--- src/rtl/cpu_program_loader.sv ---
// cpu_program_loader
//   Streams framed 32-bit host words into the cpu instruction or data memory
//   through the cpu external write ports, then optionally runs the cpu until
//   a halt request arrives.
//
//   Frame = one header word followed by N payload words.
//     header[31]    target (0 = IMEM, 1 = DMEM)
//     header[30]    start  (enter RUN once the frame completes)
//     header[29:16] base word index
//     header[15:0]  N payload words
//
//   Ports
//     clk, arst_n            clock, asynchronous active-low reset
//     s_valid/s_ready/s_data host word stream (transfer on valid & ready)
//     halt                   one-cycle request to leave RUN
//     imem_addr/wen/wdata    to cpu addr_ext / wen_ext / wdata_ext
//     dmem_addr/wen/wdata    to cpu addr_ext_2 / wen_ext_2 / wdata_ext_2
//     cpu_enable             to cpu enable
//     words_loaded           payload words accepted since the last header
//     busy                   high whenever the loader is not IDLE
//
//   Optional build macro LOADER_READBACK_EN adds imem_ren/imem_rdata,
//   dmem_ren/dmem_rdata and a sticky verify_err: every write is read back
//   and compared, and a frame that failed verification never starts the cpu.
//
//   state  | meaning
//   -------+--------------------------------------------------------------
//   IDLE   | waiting for a header word
//   LOAD   | accepting payload words, one write pulse per word
//   RUN    | cpu enabled until halt
//   WR     | (readback) write pulse in flight, stream stalled
//   RD     | (readback) read strobe in flight, stream stalled
//   FIN    | (readback) last word being compared, decide RUN or IDLE

module cpu_program_loader #(
  parameter int IMEM_ADDR_W = 9,
  parameter int DMEM_ADDR_W = 10,
  parameter int BYTE_SHIFT  = 2
) (
  input  logic        clk,
  input  logic        arst_n,
  input  logic        s_valid,
  output logic        s_ready,
  input  logic [31:0] s_data,
  input  logic        halt,
  output logic [31:0] imem_addr,
  output logic        imem_wen,
  output logic [31:0] imem_wdata,
  output logic [31:0] dmem_addr,
  output logic        dmem_wen,
  output logic [31:0] dmem_wdata,
`ifdef LOADER_READBACK_EN
  output logic        imem_ren,
  input  logic [31:0] imem_rdata,
  output logic        dmem_ren,
  input  logic [31:0] dmem_rdata,
  output logic        verify_err,
`endif
  output logic        cpu_enable,
  output logic [15:0] words_loaded,
  output logic        busy
);

  typedef enum logic [2:0] {
    S_IDLE = 3'd0,
    S_LOAD = 3'd1,
    S_RUN  = 3'd2,
    S_WR   = 3'd3,
    S_RD   = 3'd4,
    S_FIN  = 3'd5
  } state_t;

  state_t      state_q, state_d;
  logic        tgt_q;
  logic        start_q;
  logic [13:0] idx_q;
  logic [15:0] remaining_q;
  logic        accept;
  logic [31:0] imem_addr_nx;
  logic [31:0] dmem_addr_nx;

  assign accept  = s_valid & s_ready;
  assign s_ready = (state_q == S_IDLE) || (state_q == S_LOAD);
  assign busy    = (state_q != S_IDLE);

  // Index wraps naturally by keeping only the low ADDR_W bits of the running index.
  assign imem_addr_nx = {{(32-IMEM_ADDR_W){1'b0}}, idx_q[IMEM_ADDR_W-1:0]} << BYTE_SHIFT;
  assign dmem_addr_nx = {{(32-DMEM_ADDR_W){1'b0}}, idx_q[DMEM_ADDR_W-1:0]} << BYTE_SHIFT;

`ifdef LOADER_READBACK_EN
  logic        cmp_pending;
  logic        mismatch;
  logic [31:0] rdata_sel;
  logic [31:0] wdata_sel;

  assign rdata_sel = tgt_q ? dmem_rdata : imem_rdata;
  assign wdata_sel = tgt_q ? dmem_wdata : imem_wdata;
  assign mismatch  = cmp_pending && (rdata_sel != wdata_sel);
`endif

  always_ff @(posedge clk or negedge arst_n) begin
    if (!arst_n) state_q <= S_IDLE;
    else         state_q <= state_d;
  end

  always_comb begin
    state_d = state_q;
    case (state_q)
      S_IDLE: begin
        if (accept) begin
          if (s_data[15:0] != 16'd0) state_d = S_LOAD;
          else if (s_data[30])       state_d = S_RUN;
        end
      end
      S_LOAD: begin
        if (accept) begin
`ifdef LOADER_READBACK_EN
          state_d = S_WR;
`else
          if (remaining_q == 16'd1) state_d = start_q ? S_RUN : S_IDLE;
`endif
        end
      end
      S_RUN: begin
        if (halt) state_d = S_IDLE;
      end
`ifdef LOADER_READBACK_EN
      S_WR:  state_d = S_RD;
      S_RD:  state_d = (remaining_q == 16'd0) ? S_FIN : S_LOAD;
      S_FIN: state_d = (start_q && !verify_err && !mismatch) ? S_RUN : S_IDLE;
`endif
      default: state_d = S_IDLE;
    endcase
  end

  always_ff @(posedge clk or negedge arst_n) begin
    if (!arst_n) begin
      tgt_q        <= 1'b0;
      start_q      <= 1'b0;
      idx_q        <= '0;
      remaining_q  <= '0;
      words_loaded <= '0;
      imem_addr    <= '0;
      imem_wen     <= 1'b0;
      imem_wdata   <= '0;
      dmem_addr    <= '0;
      dmem_wen     <= 1'b0;
      dmem_wdata   <= '0;
      cpu_enable   <= 1'b0;
    end else begin
      imem_wen   <= 1'b0;
      dmem_wen   <= 1'b0;
      // Enable lags RUN entry by one cycle, so the last write pulse never overlaps it.
      cpu_enable <= (state_q == S_RUN) && !halt;

      if (accept && state_q == S_IDLE) begin
        tgt_q        <= s_data[31];
        start_q      <= s_data[30];
        idx_q        <= s_data[29:16];
        remaining_q  <= s_data[15:0];
        words_loaded <= '0;
      end

      if (accept && state_q == S_LOAD) begin
        remaining_q <= remaining_q - 16'd1;
        idx_q       <= idx_q + 14'd1;
        if (words_loaded != 16'hFFFF) words_loaded <= words_loaded + 16'd1;
        if (tgt_q) begin
          dmem_wen   <= 1'b1;
          dmem_addr  <= dmem_addr_nx;
          dmem_wdata <= s_data;
        end else begin
          imem_wen   <= 1'b1;
          imem_addr  <= imem_addr_nx;
          imem_wdata <= s_data;
        end
      end
    end
  end

`ifdef LOADER_READBACK_EN
  always_ff @(posedge clk or negedge arst_n) begin
    if (!arst_n) begin
      imem_ren    <= 1'b0;
      dmem_ren    <= 1'b0;
      cmp_pending <= 1'b0;
      verify_err  <= 1'b0;
    end else begin
      // Read strobe follows the write pulse at the still-held address.
      imem_ren    <= (state_q == S_WR) && !tgt_q;
      dmem_ren    <= (state_q == S_WR) && tgt_q;
      cmp_pending <= (state_q == S_RD);
      if (accept && state_q == S_IDLE) verify_err <= 1'b0;
      else if (mismatch)               verify_err <= 1'b1;
    end
  end
`endif

endmodule
--- config.mk ---
export PLATFORM = sky130hd
export DESIGN_NAME = cpu_program_loader
export DESIGN_NICKNAME = d
export VERILOG_FILES = /design/src/rtl/cpu_program_loader.sv
export SDC_FILE = /design/constraint.sdc
export NUM_CORES = 1
export LEC_CHECK = 0
export ABC_AREA = 1
export CAP_MARGIN = 20
export CORE_AREA = 2 2 157 175
export CTS_CLUSTER_DIAMETER = 200
export DETAILED_ROUTE_END_ITERATION = 10
export DIE_AREA = 0 0 159 177
export SLEW_MARGIN = 20
export SYNTH_ARGS = -nofsm -noshare
export SYNTH_HDL_FRONTEND = slang
export SYNTH_SLANG_ARGS = --single-unit
--- constraint.sdc ---
create_clock -name clk -period 2.5 [get_ports clk]
set_input_delay 0.375 -clock clk [delete_from_list [all_inputs] [get_ports clk]]
set_output_delay 0.375 -clock clk [all_outputs]
set_load 0.1 [all_outputs]
## Word level (Yosys, flattened, before mapping)

Index checks and enable logic that the tools add are counted.

| operators by class | value |
|---|---|
| equality and inequality tests | 9 |
| reductions and logical operators | 12 |
| muxes and demuxes | 19 |
| $add $sub $neg | 3 |
| bitwise gates (word level) | 2 |

Operators by type and width:

| operator | number |
|---|---|
| 16-bit two-way mux | 5 |
| 14-bit two-way mux | 2 |
| 3-bit two-way mux | 6 |
| 16-bit by 1-bit adder with 16-bit output, second input constant | 1 |
| 16-bit by 1-bit == test with 1-bit output, second input constant | 1 |
| 16-bit inequality test, second input constant | 1 |
| 16-bit nonzero test | 1 |
| 16-bit by 1-bit subtractor with 16-bit output, second input constant | 1 |
| 14-bit by 1-bit adder with 14-bit output, second input constant | 1 |
| 3-bit one-hot mux with 3 select lines | 1 |
| 2-bit inequality test, second input constant | 3 |
| 5-bit AND reduction | 1 |
| 1-bit two-way mux | 4 |
| 2-bit AND reduction | 2 |
| 3-bit by 1-bit == test with 1-bit output, second input constant | 1 |
| 3-bit by 2-bit == test with 1-bit output, second input constant | 1 |
| 1-bit logical AND | 3 |
| 3-bit zero test | 1 |
| 3-bit by 2-bit inequality test with 1-bit output, second input constant | 1 |
| 3-bit nonzero test | 1 |
| 2-bit two-way mux | 1 |
| 2-bit by 1-bit inequality test with 1-bit output, second input constant | 1 |
| 2-bit nonzero test | 1 |
| 1-bit AND | 1 |
| other kinds (3) | 3 |

| word-level totals | value |
|---|---|
| output and inout port bits | 149 |
| word-level logic and storage cells | 58 |
| input bits | 36 |
| register bits after elaboration | 137 |

## Longest topological paths before layout

Gate-level depths: netlist (run 1).

| logic depth | value |
|---|---|
| depth in word-level cells | 7 |
| depth in mapped cells | 10 |
| depth with buffers taken out | 10 |

## Worst setup path after synthesis (run 1)

Ideal clock, no wire load.

| timing path | value |
|---|---|
| path kind | register to register |
| from | register state_q[1] |
| to | register state_q[1] |
| slack | -0.065 ns |
| clock period less this slack | 2.565 ns |
| library setup time | 0.118 ns |
| stages on the path, launching flop included | 7 |
| buffers on the path | 0 |
| data required time | 2.382 ns |
| data arrival time | 2.447 ns |
| path through | dfrtp_1 > inv_1 > nand2_1 > o21ai_0 > inv_1 > nand4_1 > nand2_1 |

| between the ends | value |
|---|---|
| longest elaborated chain between the ends | 5 |
| elaborated cells on any way between the ends | 12 |
| classes of those cells | eq/ne: 7; mux: 1; bitwise: 1; reduce/logical: 3 |

RTL lines:

| element | RTL line | text |
|---|---|---|
| from (decl) | 73 | `state_t state_q, state_d;` |
| from (signal assigned) | 103 | `else state_q <= state_d;` |
| 3-bit by 1-bit == test with 1-bit output or 3-bit zero test (tied branches) | 83 | `assign s_ready = (state_q == S_IDLE) \|\| (state_q == S_LOAD);` |
| 1-bit logical OR (*) | 83 |  |
| net s_ready | 43 | `output logic s_ready,` |
| 1-bit AND (*) | 82 | `assign accept = s_valid & s_ready;` |
| 2-bit inequality test (no source line) | n/a |  |
| 5-bit AND reduction (no source line) (*) | n/a |  |

The timed path passes the listed nets; every way through them passes the cells marked *.
A chain may end at the register's enable or synchronous reset.

## Final worst setup path (run 1)

| timing path | value |
|---|---|
| from | register state_q[0] |
| to | output busy |

| between the ends | value |
|---|---|
| longest elaborated chain between the ends | 1 |

RTL lines:

| element | RTL line | text |
|---|---|---|
| 3-bit nonzero test | 84 | `assign busy = (state_q != S_IDLE);` |
| to (decl) | 61 | `output logic busy` |

No other way between the ends.

==> results of run 1 <==
[through the flow]
| stage | cell area, um2 | hold WS [ns] | util [%] | setup slack [ns] |
|---|---|---|---|---|
| 4_1_cts | 8500 | 0.482 | 32.1 | 0.638 |
| 2_1_floorplan | 6680 | 0.0794 | - | 0.262 |
| 3_3_place_gp | 7920 | 0.361 | 29.9 | 0.424 |
| 3_5_place_dp | 7920 | 0.362 | 29.9 | 0.373 |
| 6_report | 8500 | 0.466 | 32.1 | 0.664 |
| 5_1_grt | 8500 | 0.496 | 32.1 | 0.568 |
[final cells by class]
type / count / area [um2]
fillers: 2856 / 18000
flip-flops and latches: 132 / 3300
multi-input cells: 538 / 2500
repair buffers: 157 / 1330
clock buffers: 19 / 453
well taps: 357 / 447
inverters: 93 / 350
clock inverters: 13 / 119
diodes: 1 / 2.50
[cell usage in the layout (no fill, tap or decap), types with 2 or more instances in the layout]
| cell type | instances |
|---|---|
| nand2_1 | 212 |
| dfrtp_1 | 132 |
| buf_4 | 116 |
| inv_1 | 89 |
| o21ai_1 | 63 |
| nor2_1 | 58 |
| nand3_1 | 47 |
| conb_1 | 45 |
| o21ai_0 | 35 |
| clkdlybuf4s50_1 | 34 |
| clkbuf_16 | 17 |
| a21oi_1 | 14 |
| o21ai_2 | 13 |
| nand4_1 | 10 |
| o221ai_1 | 9 |
| nor3_1 | 5 |
| o211ai_1 | 5 |
| inv_6 | 5 |
| buf_12 | 5 |
| clkinv_2 | 4 |
| ha_1 | 4 |
| clkinvlp_4 | 4 |
| inv_2 | 3 |
| xor2_1 | 3 |
| nand3b_1 | 3 |
| nor2_4 | 2 |
| nand2_4 | 2 |
| xnor2_1 | 2 |
| clkbuf_8 | 2 |
[repair_timing]
item                                   4_1_cts  5_1_grt
gates resized for setup                      0        0
hold buffers                                 1        0
endpoints found under the hold margin       42        0
[state kept, by name, summed over array words and instances, names as in the netlist]
signal        cells
dmem_wdata       32
start_q           1
state_q           2
dmem_wen          1
idx_q            10
dmem_addr        10
words_loaded     16
tgt_q             1
imem_addr         9
remaining_q      16
imem_wen          1
cpu_enable        1
imem_wdata       32
[path summary, 6_finish.rpt]
path / to / slack [ns] / depth (start not counted) / start
max in group asynchronous: imem_wdata[6]$_DFFE_PN0P_ / 1.37 / 3 / arst_n
min in group clk: imem_wdata[6]$_DFFE_PN0P_ / 0.48 / 2 / imem_wdata[6]$_DFFE_PN0P_
worst min register to register: imem_wdata[6]$_DFFE_PN0P_ / 0.48 / 2 / imem_wdata[6]$_DFFE_PN0P_
worst max register to register: words_loaded[2]$_DFF_PN0_ / 0.76 / 9 / words_loaded[0]$_DFF_PN0_
worst max-delay path: busy / 0.66 / 4 / state_q[0]$_DFFE_PN0P_
worst min-delay path: words_loaded[11]$_DFF_PN0_ / 0.47 / 2 / arst_n
[synthesized netlist by cell type (all sizes together) (2+ instances only)]
library cell,instances
o211ai,5
o221ai,9
nor3,5
buf,68
dfrtp,132
ha,4
nor2,61
nand3b,3
clkbuf,6
nand3,47
nand4,10
inv,92
xor2,3
nand2,215
a21oi,14
o21ai,111
xnor2,2
[kinds of logic (layout without fill, tap and decap cells)]
logic type	count (synthesis)	count (layout)	synth area share (%)
flip-flops	132	132	50.7
other	1	46	0.0576
AO/OA/AOI/OAI	142	142	12.5
adder cells (fa/ha/maj)	4	4	0.769
buffers and inverters	167	282	13.5
XOR/XNOR	5	5	0.673
AND/OR/NAND/NOR	342	342	21.7
[metal layers]
metal / vias to the layer above / routed length, um / part of all wire (%)
met3: 11 / 1110 / 6.2
met2: 171 / 8820 / 49
met1: 2551 / 7920 / 44
met4: 0 / 125 / 0.69
met5: - / 0 / 0
li1: 2756 / - / -
[worst max-delay path: cells and delay by family (launching register included)]
family | cells | cell delay, ns
buf+inv | 3 | 0.55
flops | 1 | 0.39
simple gates | 1 | 0.10
==> flow_summary_export.csv, run 1 <==
group,metric,value,unit
run_status,outcome,"complete, no violations",
die,placement_rows,63,
cts,cts_root_buf,"clkbuf_16",
grt,use_met3,3.82,%
cts,clkLatencyLatePin,0.41,ns
sta,fin_tns_setup,0,ns
worst_setup_path,path_cells,"inv_2 -> buf_4 -> nand2_2 -> buf_4",
synth,synth_edf_count,0,
detailed_routing,vias_per_cell,4.19,
sta,setup_violations,0,
detailed_routing,wirelength,18000,um
cts,numClockSinks,132,
worst_setup_path,cp_slowest_cell,"dfrtp_1",
synth,yosysTopAreaCell,"dfrtp_1",
sta,rsz0062_at_grt,"false",
worst_hold_path,hold_path.class,"in -> async",
sta,fmax,545,MHz
worst_setup_path,endpoint_kind,"output port",
detailed_routing,wl_per_cell,13.7,um
cells_and_area,drive_gt1_share,18.6,%
worst_setup_path,cp_slowest_stage_delay,0.39,ns
die,die_area,0.0281,mm2
grt,top_usage_layer,"met2",
grt,grt_pass1_vias,5076,
flow_run,maxCapViolations,0,
cts,cts_setup_buffers,0,
detailed_routing,num_vias,5489,
placement,dp_hpwl,13200,um
placement,place_congestion,0.870,
sta,fin_worst_skew,0.00924,ns
worst_setup_path,worstSetupStartpointType,"flip-flop",
synth,synth_cells,793,
worst_setup_path,arrival,1.46,ns
die,initial_core_util,24.6,%
die,coreArea,0.0265,mm2
detailed_routing,ant_nets,0,
synth,mappedNetlistArea,0.00651,mm2
grt,grt_util_met2,21.6,%
cts,htree_levels,4,
worst_setup_path,required,2.12,ns
cells_and_area,nets,979,
sta,post-route-period-util,73.4,%
synth,ys_seq_elements,132,
placement,dp_cells,1276,
cts,path_clk_slew,0.06,ns
worst_setup_path,cpMostUsedCell,"buf_4",
die,io_pins,185,
cts,clk_path_buf_depth,2,
die,fp.dieW,159,um
cells_and_area,stdcell_count,1310,
sta,period_needed,1.84,ns
synth,synth_cell_types,33,
synth,yosysSeqAreaShare,50.7,%
synth,yosysTopAreaCellShare,50.7,%
sta,slew_viol_final,0,
synth,netlist_top_cells_area,"dfrtp_1 (51%), nand2_1 (12%), buf_4 (5.5%), inv_1 (5.1%), o21ai_1 (4.8%)",
cts,cts_buffers,17,
grt,antenna_found_initial,0,
grt,grt-ovfl-total,0,
synth,synth_area_per_cell,8.21,um2
worst_setup_path,worstPathMaxFanout,12,
cells_and_area,synthToLayoutAreaGrowth,30.7,%
grt,grtUsageTotal,12.9,%
synth,synth_ff_type,"dfrtp_1",
detailed_routing,first_pass_iters,7,
cts,cts_tree,"built",
synth,synth_warnings,0,
grt,grt_max_degree,49,
synth,async_reset_ff_share,100,%
worst_setup_path,critPathKind,"reg -> out",
grt,grt_pass1_wl,28500,um
placement,port_buffers,139,
detailed_routing,drc_errors,0,
detailed_routing,first_iter_violations,399,
die,die_h,177,um
sta,finalHoldViolCount,0,
grt,met1_usage,16.5,%
Power of run 1 is not shown: default switching activity piles up to over one toggle a cycle in this logic, so the estimate is an artifact.
==> run 2: changes to the inputs <==
==> constraint.sdc (replaced) <==
create_clock -name clk -period 1.9 [get_ports clk]
set_input_delay 0.285 -clock clk [delete_from_list [all_inputs] [get_ports clk]]
set_output_delay 0.285 -clock clk [all_outputs]
set_load 0.1 [all_outputs]
==> flow_summary_export.csv, run 2 (synthesis results as in run 1) <==
group,metric,value,unit
run_status,outcome,"complete, no violations",
cells_and_area,synthToLayoutAreaGrowth,33.5,%
worst_setup_path,startpoint,"state_q[0]$_DFFE_PN0P_",
cells_and_area,fill_cells,2838,
grt,antenna_found_initial,0,
sta,setup_violations,0,
cells_and_area,multi_input_area,0.00251,mm2
placement,place_congestion,0.860,
sta,finalHoldViolCount,0,
cells_and_area,layout_common_cells,"nand2_1 (210), buf_4 (124), dfrtp_1 (117), inv_1 (88), o21ai_1 (63)",
sta,period_needed,1.78,ns
placement,port_buffers,139,
cells_and_area,drive_gt1_share,21.2,%
cts,numClockSinks,132,
worst_setup_path,r2r_start,"words_loaded[0]$_DFF_PN0_",
sta,post-route-period-util,93.6,%
worst_setup_path,critPathKind,"reg -> out",
placement,dp_hpwl,13600,um
detailed_routing,ant_nets,0,
cells_and_area,n_antenna_cell,0,
sta,fmax,563,MHz
worst_setup_path,endpoint_kind,"output port",
grt,grt_max_degree,83,
grt,grtUsageTotal,13.1,%
detailed_routing,first_iter_violations,360,
worst_setup_path,arrival,1.49,ns
grt,grt-ovfl-total,0,
die,die_area,0.0281,mm2
sta,slew_viol_final,0,
die,initial_core_util,24.6,%
die,fp.dieW,159,um
worst_setup_path,required,1.62,ns
die,io_pins,185,
sta,rsz0062_at_grt,"false",
grt,grt_pass1_vias,5199,
cts,htree_levels,4,
detailed_routing,num_vias,5571,
grt,grt_pass1_wl,29100,um
cts,clk_path_buf_depth,2,
cts,cts_buffers,17,
worst_setup_path,worstSetupStartpointType,"flip-flop",
sta,tightest_slew,0.546,ns
cts,cts_setup_buffers,0,
detailed_routing,drc_errors,0,
cells_and_area,nets,990,
cts,path_clk_slew,0.06,ns
detailed_routing,vias_per_cell,4.22,
die,die_h,177,um
cells_and_area,reg_top3,"dmem_wdata x32, imem_wdata x32",
die,placement_rows,63,
sta,slew_headroom,63.6,%
cts,cts_tree,"built",
worst_hold_path,hold_path.class,"in -> async",
cells_and_area,seqCellArea,0.00332,mm2
cts,cts_root_buf,"clkbuf_16",
cells_and_area,final_core_util,32.8,%
flow_run,maxCapViolations,0,
detailed_routing,wirelength,18200,um
die,coreArea,0.0265,mm2
detailed_routing,first_pass_iters,5,
sta,fin_worst_skew,0.00972,ns
sta,fin_tns_setup,0,ns
detailed_routing,wl_per_cell,13.8,um
cts,clkLatencyLatePin,0.41,ns
worst_setup_path,worstPathMaxFanout,12,
cells_and_area,mostFrequentLayoutCell,"nand2_1",
==> run 2: per-layer routing <==
| metal | share of wire, % | wire [um] | up-vias | track usage, % |
|---|---|---|---|---|
| li1 | - | - | 2774 | - |
| met1 | 43 | 7850 | 2617 | 16.6 |
| met2 | 49 | 8910 | 163 | 22.1 |
| met3 | 6.3 | 1140 | 17 | 3.35 |
| met4 | 1.5 | 279 | 0 | 4.02 |
| met5 | 0 | 0 | - | 0 |
==> run 2: per-stage QoR <==
stage                     area, um2  hold WS, ns  setup WS, ns  std cells
after CTS                      8680        0.427        0.0403       1319
after floorplan                6700      -0.0106        0.0123        837
after global routing           8690        0.435        0.0164       1319
after global placement         8070        0.301         0.144       1287
after detailed placement       8070        0.312         0.137       1287
final                          8690        0.393         0.122       1319
==> run 2: final cells by class <==
| cell class | count | share of cell area (%) |
|---|---|---|
| Clock buffer | 20 | 5.25 |
| Clock inverter | 11 | 1.74 |
| Inverter | 93 | 4.07 |
| Multi-Input combinational cell | 538 | 28.9 |
| Sequential cell | 132 | 38.2 |
| Tap cell | 357 | 5.14 |
| Timing Repair Buffer | 168 | 16.7 |
==> run 2: timing repair <==
| action | 4_1_cts | 5_1_grt |
|---|---|---|
| gates resized for setup | 0 | 3 |
| setup endpoints to repair | 0 | 5 |
| hold buffers | 1 | 0 |
| hold endpoints to repair | 50 | 0 |
==> run 2: final timing paths <==
kind                                                   end  cells past startpoint  slack, ns
worst max register to register  words_loaded[14]$_DFF_PN0_                     10       0.21
worst min register to register        idx_q[8]$_DFFE_PN0P_                      2       0.48
min in group clk                imem_wdata[28]$_DFFE_PN0P_                      3       0.45
max in group asynchronous         imem_addr[9]$_DFFE_PN0P_                      3       0.84
worst min-delay path            dmem_wdata[13]$_DFFE_PN0P_                      2       0.39
worst max-delay path                                  busy                      4       0.12
==> run 2: worst max-delay path, stage by stage, from the launching register on <==
cell and delay [ns]:
dfrtp_2 0.48, inv_2 0.11, buf_4 0.23, nand2_4 0.09, buf_12 0.17
Power of run 2 is left out for the same reason.
